**src/rtl/instruction_ram_loader_pkg.sv**
```systemverilog
// Shared definitions for instruction RAM producers and consumers:
// opcode values, 64-bit instruction field positions and loader states.
package instruction_ram_loader_pkg;

    localparam int WORD_W  = 16;
    localparam int INSTR_W = 64;

    localparam logic [15:0] OP_EOF      = 16'h0000;
    localparam logic [15:0] OP_ADD      = 16'h0001;
    localparam logic [15:0] OP_SUB      = 16'h0002;
    localparam logic [15:0] OP_MOV      = 16'h0003;
    localparam logic [15:0] OP_LOAD     = 16'h0004;
    localparam logic [15:0] OP_STORE    = 16'h0005;
    localparam logic [15:0] OP_JUMP     = 16'h0006;
    localparam logic [15:0] OP_BEQ      = 16'h0007;
    localparam logic [15:0] OP_BNE      = 16'h0008;
    localparam logic [15:0] OP_OUT      = 16'h0009;
    localparam logic [15:0] OP_IN       = 16'h000A;
    localparam logic [15:0] OP_KEYBOARD = 16'h000B;

    localparam int OPCODE_HI = 63;
    localparam int OPCODE_LO = 48;
    localparam int A_HI      = 47;
    localparam int A_LO      = 32;
    localparam int B_HI      = 31;
    localparam int B_LO      = 16;
    localparam int C_HI      = 15;
    localparam int C_LO      = 0;

    typedef enum logic [2:0] {
        ST_IDLE         = 3'd0,
        ST_WAIT_PRESS   = 3'd1,
        ST_WAIT_RELEASE = 3'd2,
        ST_WRITE        = 3'd3,
        ST_DONE         = 3'd4
    } load_state_e;

endpackage

```
**src/rtl/instruction_ram_loader_press_debouncer.sv**
```systemverilog
// Turns the level word_valid into an accept pulse (while waiting for a press)
// and a released pulse after DEBOUNCE_CYCLES consecutive low samples.
module press_debouncer #(
    parameter int DEBOUNCE_CYCLES = 1000
) (
    input  logic clock,
    input  logic reset_n,
    input  logic press_en,
    input  logic release_en,
    input  logic word_valid,
    output logic accept,
    output logic released
);
    import instruction_ram_loader_pkg::*;

    localparam int CW = $clog2(DEBOUNCE_CYCLES + 1);

    logic [CW-1:0] cnt_q;
    logic [CW-1:0] cnt_d;

    assign accept   = press_en & word_valid;
    // The last low sample of the run releases on the same edge it is counted.
    assign released = release_en & ~word_valid & (cnt_q == CW'(DEBOUNCE_CYCLES - 1));

    always_comb begin
        cnt_d = '0;
        if (release_en && !released && !word_valid) begin
            cnt_d = cnt_q + 1'b1;
        end
    end

    always_ff @(posedge clock) begin
        if (!reset_n) begin
            cnt_q <= '0;
        end else begin
            cnt_q <= cnt_d;
        end
    end

endmodule

```
**src/rtl/instruction_ram_loader.sv**
```systemverilog
// Packs four operator-entered 16-bit words into 64-bit instructions and writes
// them to instruction RAM from address 0 until an EOF opcode or RAM full.
module instruction_ram_loader #(
    parameter int          DEPTH           = 256,
    parameter int          DEBOUNCE_CYCLES = 1000,
    parameter logic [15:0] OP_EOF          = instruction_ram_loader_pkg::OP_EOF
) (
    input  logic        clock,
    input  logic        reset_n,
    input  logic        start,
    input  logic [15:0] word_in,
    input  logic        word_valid,
    output logic [15:0] ram_address,
    output logic [63:0] ram_data,
    output logic        ram_wren,
    output logic [1:0]  word_index,
    output logic        busy,
    output logic        done,
    output logic        error,
    output logic [2:0]  state_dbg
);
    import instruction_ram_loader_pkg::*;

    localparam logic [15:0] LAST_ADDR = 16'(DEPTH - 1);

    // Handshake: word_valid is a level with no ready. A word is taken on the
    // first high sample while waiting for a press; the next word is taken only
    // after word_valid has been low for DEBOUNCE_CYCLES consecutive cycles.

    load_state_e state_q, state_d;
    logic [15:0] ram_address_q, ram_address_d;
    logic [63:0] ram_data_q, ram_data_d;
    logic [63:0] instr_q, instr_d;
    logic [1:0]  word_index_q, word_index_d;
    logic        ram_wren_q, ram_wren_d;
    logic        busy_q, busy_d;
    logic        done_q, done_d;
    logic        error_q, error_d;
    logic        accept, released;

    press_debouncer #(
        .DEBOUNCE_CYCLES(DEBOUNCE_CYCLES)
    ) u_press_debouncer (
        .clock     (clock),
        .reset_n   (reset_n),
        .press_en  (state_q == ST_WAIT_PRESS),
        .release_en(state_q == ST_WAIT_RELEASE),
        .word_valid(word_valid),
        .accept    (accept),
        .released  (released)
    );

    always_comb begin
        state_d       = state_q;
        ram_address_d = ram_address_q;
        ram_data_d    = ram_data_q;
        instr_d       = instr_q;
        word_index_d  = word_index_q;
        error_d       = error_q;
        case (state_q)
            ST_IDLE, ST_DONE: begin
                if (start) begin
                    state_d       = ST_WAIT_PRESS;
                    ram_address_d = '0;
                    word_index_d  = '0;
                    error_d       = 1'b0;
                end
            end
            ST_WAIT_PRESS: begin
                if (accept) begin
                    case (word_index_q)
                        2'd0:    instr_d[OPCODE_HI:OPCODE_LO] = word_in;
                        2'd1:    instr_d[A_HI:A_LO]           = word_in;
                        2'd2:    instr_d[B_HI:B_LO]           = word_in;
                        default: instr_d[C_HI:C_LO]           = word_in;
                    endcase
                    state_d = ST_WAIT_RELEASE;
                end
            end
            ST_WAIT_RELEASE: begin
                if (released) begin
                    if (word_index_q == 2'd3) begin
                        // Latch the whole instruction so ram_data is stable during the strobe.
                        ram_data_d = instr_q;
                        state_d    = ST_WRITE;
                    end else begin
                        word_index_d = word_index_q + 2'd1;
                        state_d      = ST_WAIT_PRESS;
                    end
                end
            end
            ST_WRITE: begin
                word_index_d = '0;
                if (ram_data_q[OPCODE_HI:OPCODE_LO] == OP_EOF) begin
                    state_d = ST_DONE;
                end else if (ram_address_q == LAST_ADDR) begin
                    error_d = 1'b1;
                    state_d = ST_DONE;
                end else begin
                    ram_address_d = ram_address_q + 16'd1;
                    state_d       = ST_WAIT_PRESS;
                end
            end
            default: state_d = ST_IDLE;
        endcase
        ram_wren_d = (state_d == ST_WRITE);
        busy_d     = (state_d != ST_IDLE) && (state_d != ST_DONE);
        done_d     = (state_d == ST_DONE);
    end

    always_ff @(posedge clock) begin
        if (!reset_n) begin
            state_q       <= ST_IDLE;
            ram_address_q <= '0;
            ram_data_q    <= '0;
            instr_q       <= '0;
            word_index_q  <= '0;
            ram_wren_q    <= 1'b0;
            busy_q        <= 1'b0;
            done_q        <= 1'b0;
            error_q       <= 1'b0;
        end else begin
            state_q       <= state_d;
            ram_address_q <= ram_address_d;
            ram_data_q    <= ram_data_d;
            instr_q       <= instr_d;
            word_index_q  <= word_index_d;
            ram_wren_q    <= ram_wren_d;
            busy_q        <= busy_d;
            done_q        <= done_d;
            error_q       <= error_d;
        end
    end

    assign ram_address = ram_address_q;
    assign ram_data    = ram_data_q;
    assign ram_wren    = ram_wren_q;
    assign word_index  = word_index_q;
    assign busy        = busy_q;
    assign done        = done_q;
    assign error       = error_q;
    assign state_dbg   = state_q;

endmodule

```
**config.mk**
```make
export PLATFORM = sky130hd
export DESIGN_NAME = instruction_ram_loader
export DESIGN_NICKNAME = d
export VERILOG_FILES = /design/src/rtl/instruction_ram_loader_pkg.sv /design/src/rtl/instruction_ram_loader_press_debouncer.sv /design/src/rtl/instruction_ram_loader.sv
export SDC_FILE = /design/constraint.sdc
export NUM_CORES = 1
export LEC_CHECK = 0
export CORE_MARGIN = 2
export CORE_UTILIZATION = 40
export DETAILED_ROUTE_END_ITERATION = 16
export DONT_BUFFER_PORTS = 1
export GPL_TIMING_DRIVEN = 0
export SYNTH_ARGS = -nofsm -noshare
export SYNTH_HDL_FRONTEND = slang
export SYNTH_SLANG_ARGS = --single-unit
```
**constraint.sdc**
```tcl
create_clock -name clock -period 1.8 [get_ports clock]
set_clock_uncertainty 0.1 [all_clocks]
set_input_delay 0.27 -clock clock [delete_from_list [all_inputs] [get_ports clock]]
set_output_delay 0.27 -clock clock [all_outputs]
set_load 0.005 [all_outputs]
```
==> results.sh, run 1 <==
export IMPL_ant_nets=0
export IMPL_nets=869
export IMPL_critical_path_class="register to register"
export IMPL_antenna_found_initial=0
export IMPL_clk_latency_ps=430
export IMPL_clock_sinks=163
export IMPL_min_period_ps=1970
export IMPL_io_pins=109
export IMPL_cts_tree="yes"
export IMPL_rsz0062_at_grt="yes"
export IMPL_seq_area_frac_synth_pct=50.1
export IMPL_cp_slowest_cell="or4_1"
export IMPL_hold_viol_final=0
export IMPL_grt_pass1_vias=5631
export IMPL_die_w_um=132
export IMPL_required_ps=2050
export IMPL_dp_hpwl_um=12300
export IMPL_holdPathStages=4
export IMPL_r2r_setup_slack_ps=-170
export IMPL_status="finished, violations left"
export IMPL_rows=46
export IMPL_core_area_mm2=0.0159
export IMPL_io_buffers=0
export IMPL_hold_class="input pin to register"
export IMPL_netlist_top_cells_count="271 x nand2_1, 163 x dfxtp_1, 125 x a21boi_0"
export IMPL_cts_root_buf="clkbuf_16"
export IMPL_maxSlewHeadroom_pct=56.3
export IMPL_worstMarginPinSlew_ps=655
export IMPL_path_buf_inv=1
export IMPL_crit_path_end="ram_address[11]$_SDFFE_PN0P_"
export IMPL_clk_pin_slew_ps=60
export IMPL_gp_congestion=0.845
export IMPL_h_tree_depth=4
export IMPL_wl_um=19400
export IMPL_cp_top_family="simple AND/OR/NAND/NOR gates"
export IMPL_synth_main_ff_cell="dfxtp_1"
export IMPL_r2r_end="ram_address[11]$_SDFFE_PN0P_"
export IMPL_post_drt_wl_per_cell_um=18.2
export IMPL_areaGrowthSynthToFinish_pct=37.5
export IMPL_path_depth=7
export IMPL_syn_nets=795
export IMPL_powerDensity_mw_per_mm2=872
export IMPL_max_cap_violations=0
export IMPL_stdcell_count=1070
export IMPL_dpl_instance_area_mm2=0.00684
export IMPL_drtPass1Iterations=7
export IMPL_rr_worst_depth=7
export IMPL_startpoint="ram_address[0]$_SDFFE_PN0P_"
export IMPL_crit_chain="ha_4, nand4_1, and4b_2, o21a_4, buf_4, or4_1, a21oi_1"
export IMPL_grt_max_degree=17
export IMPL_worstPathMaxFanout=5
export IMPL_dieArea_mm2=0.0173
export IMPL_grtUsageTotal_pct=21.5
export IMPL_stdcell_area_mm2=0.00896
export IMPL_worst_slack_ps=-170
export IMPL_drive_above_1_share_pct=29.3
export IMPL_dp_cells=984
export IMPL_ys_warn_count=0
export IMPL_setup_viol=79
export IMPL_ys_async_sr_fraction_pct=0
export IMPL_diodes=0
export IMPL_viasPerCell=5.34
export IMPL_leakage_nw=3.35
export IMPL_cp_start_kind="register"
export IMPL_cts_max_path_buffers=2
export IMPL_synth_seq_cells=163
export IMPL_critical_path_arrival_ps=2220
export IMPL_drt_iter0_drc=165
export IMPL_failed_checks="setup timing"
export IMPL_synth_edf_count=0
export IMPL_synth_cell_types=48
export IMPL_place_ws_ps=-649
export IMPL_drc=0
export IMPL_num_fill_cells=1464
export IMPL_maxSlewViolCount=0
export IMPL_syn_inst=768
export IMPL_cts_buffers=17
export IMPL_via_count=5716
export IMPL_overflow=0
export IMPL_reg2reg_from="ram_address[0]$_SDFFE_PN0P_"
export IMPL_grt_pass1_wl_um=29400
export IMPL_crit_path_max_incr_delay_ps=400
export IMPL_synth_top_area_share_pct=50.1
export IMPL_vdd_drop_max_v=0.000597
export IMPL_synth_avg_cell_area_um2=8.48
export IMPL_synth_area_top_cells="dfxtp_1 50%, nand2_1 16%, a21boi_0 14%"
export IMPL_end_kind="register"
export IMPL_fp_dieH_um=132
export IMPL_fmax_mhz=508
export IMPL_min_period_over_period_pct=109
export IMPL_syn_cell_area_mm2=0.00651
export IMPL_yosysMostFrequentCell="nand2_1"
export IMPL_synth_area_leader_cell="dfxtp_1"
export IMPL_start_util_pct=41.0
worst reg2reg max path: stages (launching register included):
cell and delay [ps]:
dfxtp_4 370, ha_4 170, nand4_1 80, and4b_2 270
o21a_4 210, buf_4 150, or4_1 410, a21oi_1 150
how the worst min path moves through the flow:
stage | startpoint | to | slack (ps)
finish | reset_n | ram_address[12]$_SDFFE_PN0P_ | 100
detailed placement | word_in[5] | instr_q[21]$_SDFFE_PN0P_ | 310
CTS | reset_n | ram_address[12]$_SDFFE_PN0P_ | 80
global route | reset_n | ram_address[12]$_SDFFE_PN0P_ | 120
floorplan | word_in[15] | instr_q[15]$_SDFFE_PN0P_ | 300
global placement | word_in[15] | instr_q[15]$_SDFFE_PN0P_ | 310
layout by cell type, fill, tap and decap left out, types with 15 or more instances in the layout:
master,n
nand2_1,211
dfxtp_1,145
a21boi_1,63
a21boi_0,40
nand2_2,36
a21boi_2,26
nand2_4,24
buf_4,21
clkbuf_16,21
dlygate4sd3_1,18
nor2_1,17
buf_6,16
clkbuf_1,15
timing repair:
action                     4_1_cts  5_1_grt
pin swaps                       32       76
setup endpoints to repair      149      146
setup buffers                   20       13
resized for setup              170      201
hold buffers                    18        0
gates cloned                     9        6
hold endpoints to repair        69        0
state kept, by name, indices dropped and copies added (netlist names):
signal,flops
busy,1
u_press_debouncer.cnt_q,10
done,1
ram_data,64
state_dbg,3
ram_address,16
error,1
ram_wren,1
word_index,2
instr_q,64
cell type report:
type,instances,area [um2],share of cell area [%]
multi-input combinational,554,3670,41.0
clock inverter,11,153,1.70
tap,216,270,3.02
clock buffer,20,467,5.21
buffer,40,373,4.16
timing repair buffer,61,707,7.89
inverter,5,21.3,0.237
sequential,163,3300,36.8
cell families after synthesis:
group	count (synthesis)	share of synthesized area, %
AND/OR/NAND/NOR	362	24.4
AO/OA/AOI/OAI	175	19.6
flip-flops	163	50.1
buffers and inverters	52	3.38
XOR/XNOR	8	1.08
adder cells (fa/ha/maj)	7	1.34
multiplexers	1	0.154
power by group:
part	internal, mW	switching (mW)
sequential	3.63	0.0285
clock	2.29	1.49
combinational	0.163	0.212
total	6.08	1.73
metrics by stage:
| stage | power, mW | hold WS [ps] | utilization, % | setup TNS, ps |
|---|---|---|---|---|
| 2_1_floorplan | 3.90 | 305 | - | -367 |
| 3_3_place_gp | 3.96 | 310 | 43.0 | -61900 |
| 3_5_place_dp | 3.96 | 315 | 43.0 | -64620 |
| 4_1_cts | 7.82 | 76.4 | 52.0 | -4420 |
| 5_1_grt | 8.05 | 123 | 56.4 | -10980 |
| 6_report | 7.82 | 96.3 | 56.4 | -6690 |
layer usage:
layer  share of wire (%)  up-vias  track usage, %  wire, um
li1                    -     2750               -         -
met4                 1.4        0            6.58       265
met5                   0        -               0         0
met2                  50      151            36.4      9740
met1                  42     2795            26.3      8140
met3                 6.6       20            6.33      1290
(Power assumes the default switching activity.)
==> run 2: changes to the inputs <==
Settings changed: CORE_MARGIN 2 to 5, RECOVER_POWER set to 25.
==> run 2 against run 1 <==
Effect of this change:
- clock-buffer cell count fell by 1
- the flow still finishes with violations (setup timing)
- hold slack got worse by 16 ps
- global-route usage fell by 2.4 points
- via count fell by 1.4%
- highest routed layer unchanged
- first-iteration DRC count rose by 65%
==> results.sh, run 2 (synthesized netlist as in run 1, its figures left out) <==
export IMPL_gp_congestion=0.846
export IMPL_drive_above_1_share_pct=27.2
export IMPL_fmax_mhz=512
export IMPL_antenna_found_initial=2
export IMPL_cts_root_buf="clkbuf_16"
export IMPL_clk_latency_ps=430
export IMPL_failed_checks="setup timing"
export IMPL_cp_start_kind="register"
export IMPL_clk_pin_slew_ps=70
export IMPL_cts_buffers=17
export IMPL_final_cell_mix="225 x nand2_1, 150 x dfxtp_1, 62 x a21boi_1"
export IMPL_cts_tree="yes"
export IMPL_worstPathMaxFanout=5
export IMPL_fp_dieH_um=138
export IMPL_core_area_mm2=0.0159
export IMPL_dp_hpwl_um=12600
export IMPL_holdPathStages=3
export IMPL_ant_nets=0
export IMPL_drc=0
export IMPL_maxSlewViolCount=0
export IMPL_dieArea_mm2=0.0189
export IMPL_hold_class="input pin to register"
export IMPL_max_cap_violations=0
export IMPL_num_fill_cells=1439
export IMPL_grt_pass1_vias=5429
export IMPL_grt_pass1_wl_um=27800
export IMPL_h_tree_depth=4
export IMPL_powerDensity_mw_per_mm2=860
export IMPL_status="finished, violations left"
export IMPL_multiInputGateArea_mm2=0.00363
export IMPL_clock_sinks=163
export IMPL_rsz0062_at_grt="yes"
export IMPL_min_period_ps=1950
export IMPL_areaGrowthSynthToFinish_pct=34.9
export IMPL_end_kind="register"
export IMPL_mostFrequentLayoutCell="nand2_1"
export IMPL_drt_iter0_drc=273
export IMPL_drtPass1Iterations=4
export IMPL_final_seq_area_mm2=0.00329
export IMPL_critical_path_class="register to register"
export IMPL_cts_max_path_buffers=2
export IMPL_vdd_drop_max_v=0.000762
export IMPL_worstMarginPinSlew_ps=691
export IMPL_start_util_pct=40.9
export IMPL_maxSlewHeadroom_pct=53.9
export IMPL_grt_max_degree=17
export IMPL_rows=46
export IMPL_critical_path_arrival_ps=2210
export IMPL_rr_worst_depth=8
export IMPL_wl_um=18800
export IMPL_min_period_over_period_pct=108
export IMPL_leakage_nw=3.39
export IMPL_nets=866
export IMPL_viasPerCell=5.27
export IMPL_io_pins=109
export IMPL_worst_slack_ps=-152
export IMPL_io_buffers=0
export IMPL_grtUsageTotal_pct=19.0
export IMPL_die_w_um=138
export IMPL_via_count=5638
export IMPL_hold_viol_final=0
export IMPL_post_drt_wl_per_cell_um=17.6
export IMPL_overflow=0
export IMPL_setup_viol=81
export IMPL_required_ps=2060
export IMPL_finalSetupTns_ps=-8570
export IMPL_whs_ps=80.0
run 2: through the flow:
| step | power, mW | area [um2] | utilization (%) | std cells | setup WS (ps) |
|---|---|---|---|---|---|
| 6_report | 7.56 | 8790 | 55.1 | 1070 | -152 |
| 5_1_grt | 7.79 | 8790 | 55.1 | 1070 | -223 |
| 4_1_cts | 7.55 | 7880 | 49.4 | 1040 | -153 |
| 3_5_place_dp | 3.96 | 6840 | 42.9 | 984 | -624 |
| 3_3_place_gp | 3.96 | 6840 | 42.9 | 984 | -577 |
| 2_1_floorplan | 3.90 | 6570 | - | 768 | -50.6 |
run 2: timing repair:
| item | in CTS | in global routing |
|---|---|---|
| resized for setup | 91 | 238 |
| buffers inserted | 9 | 17 |
| pin swaps | 10 | 81 |
| gates cloned | 1 | 11 |
| hold endpoints to repair | 69 | 0 |
| setup endpoints to repair | 149 | 145 |
| hold buffers | 18 | 0 |
run 2: final cells by class:
| cell class | count | share of cell area [%] |
|---|---|---|
| multi-input combinational | 553 | 41.3 |
| sequential | 163 | 37.4 |
| timing repair buffer | 56 | 7.10 |
| clock buffer | 19 | 5.28 |
| buffer | 43 | 4.21 |
| tap | 216 | 3.07 |
| clock inverter | 13 | 1.27 |
| inverter | 5 | 0.270 |
| antenna | 2 | 0.0569 |
run 2: worst paths after layout:
kind / startpoint / end / slack [ps]
worst min-delay path: word_valid / u_press_debouncer.cnt_q[1]$_SDFF_PN0_ / 80
worst max-delay path: u_press_debouncer.cnt_q[0]$_SDFF_PN0_ / ram_data[12]$_SDFFE_PN0P_ / -150
worst max register to register: u_press_debouncer.cnt_q[0]$_SDFF_PN0_ / ram_data[12]$_SDFFE_PN0P_ / -150
worst min register to register: u_press_debouncer.cnt_q[0]$_SDFF_PN0_ / u_press_debouncer.cnt_q[0]$_SDFF_PN0_ / 350
run 2: critical path: stages, from the launching register on:
cell and delay, ps:
dfxtp_2 360, ha_4 140, and4_4 240, and4_4 260, and3_4 260, clkbuf_16 180
clkbuf_16 160, nand2_4 40, a21boi_1 130
run 2: power breakdown:
part	total, mW	switching, mW	internal, mW
clock	3.51	1.58	1.93
combinational	0.394	0.214	0.180
sequential	3.65	0.0282	3.63
total	7.56	1.83	5.74
run 2: per-layer routing:
metal | part of all wire [%] | track usage [%]
met5 | 0 | 0
met4 | 1.8 | 8.04
met3 | 6.3 | 5.92
met2 | 50 | 31.7
met1 | 42 | 22.7
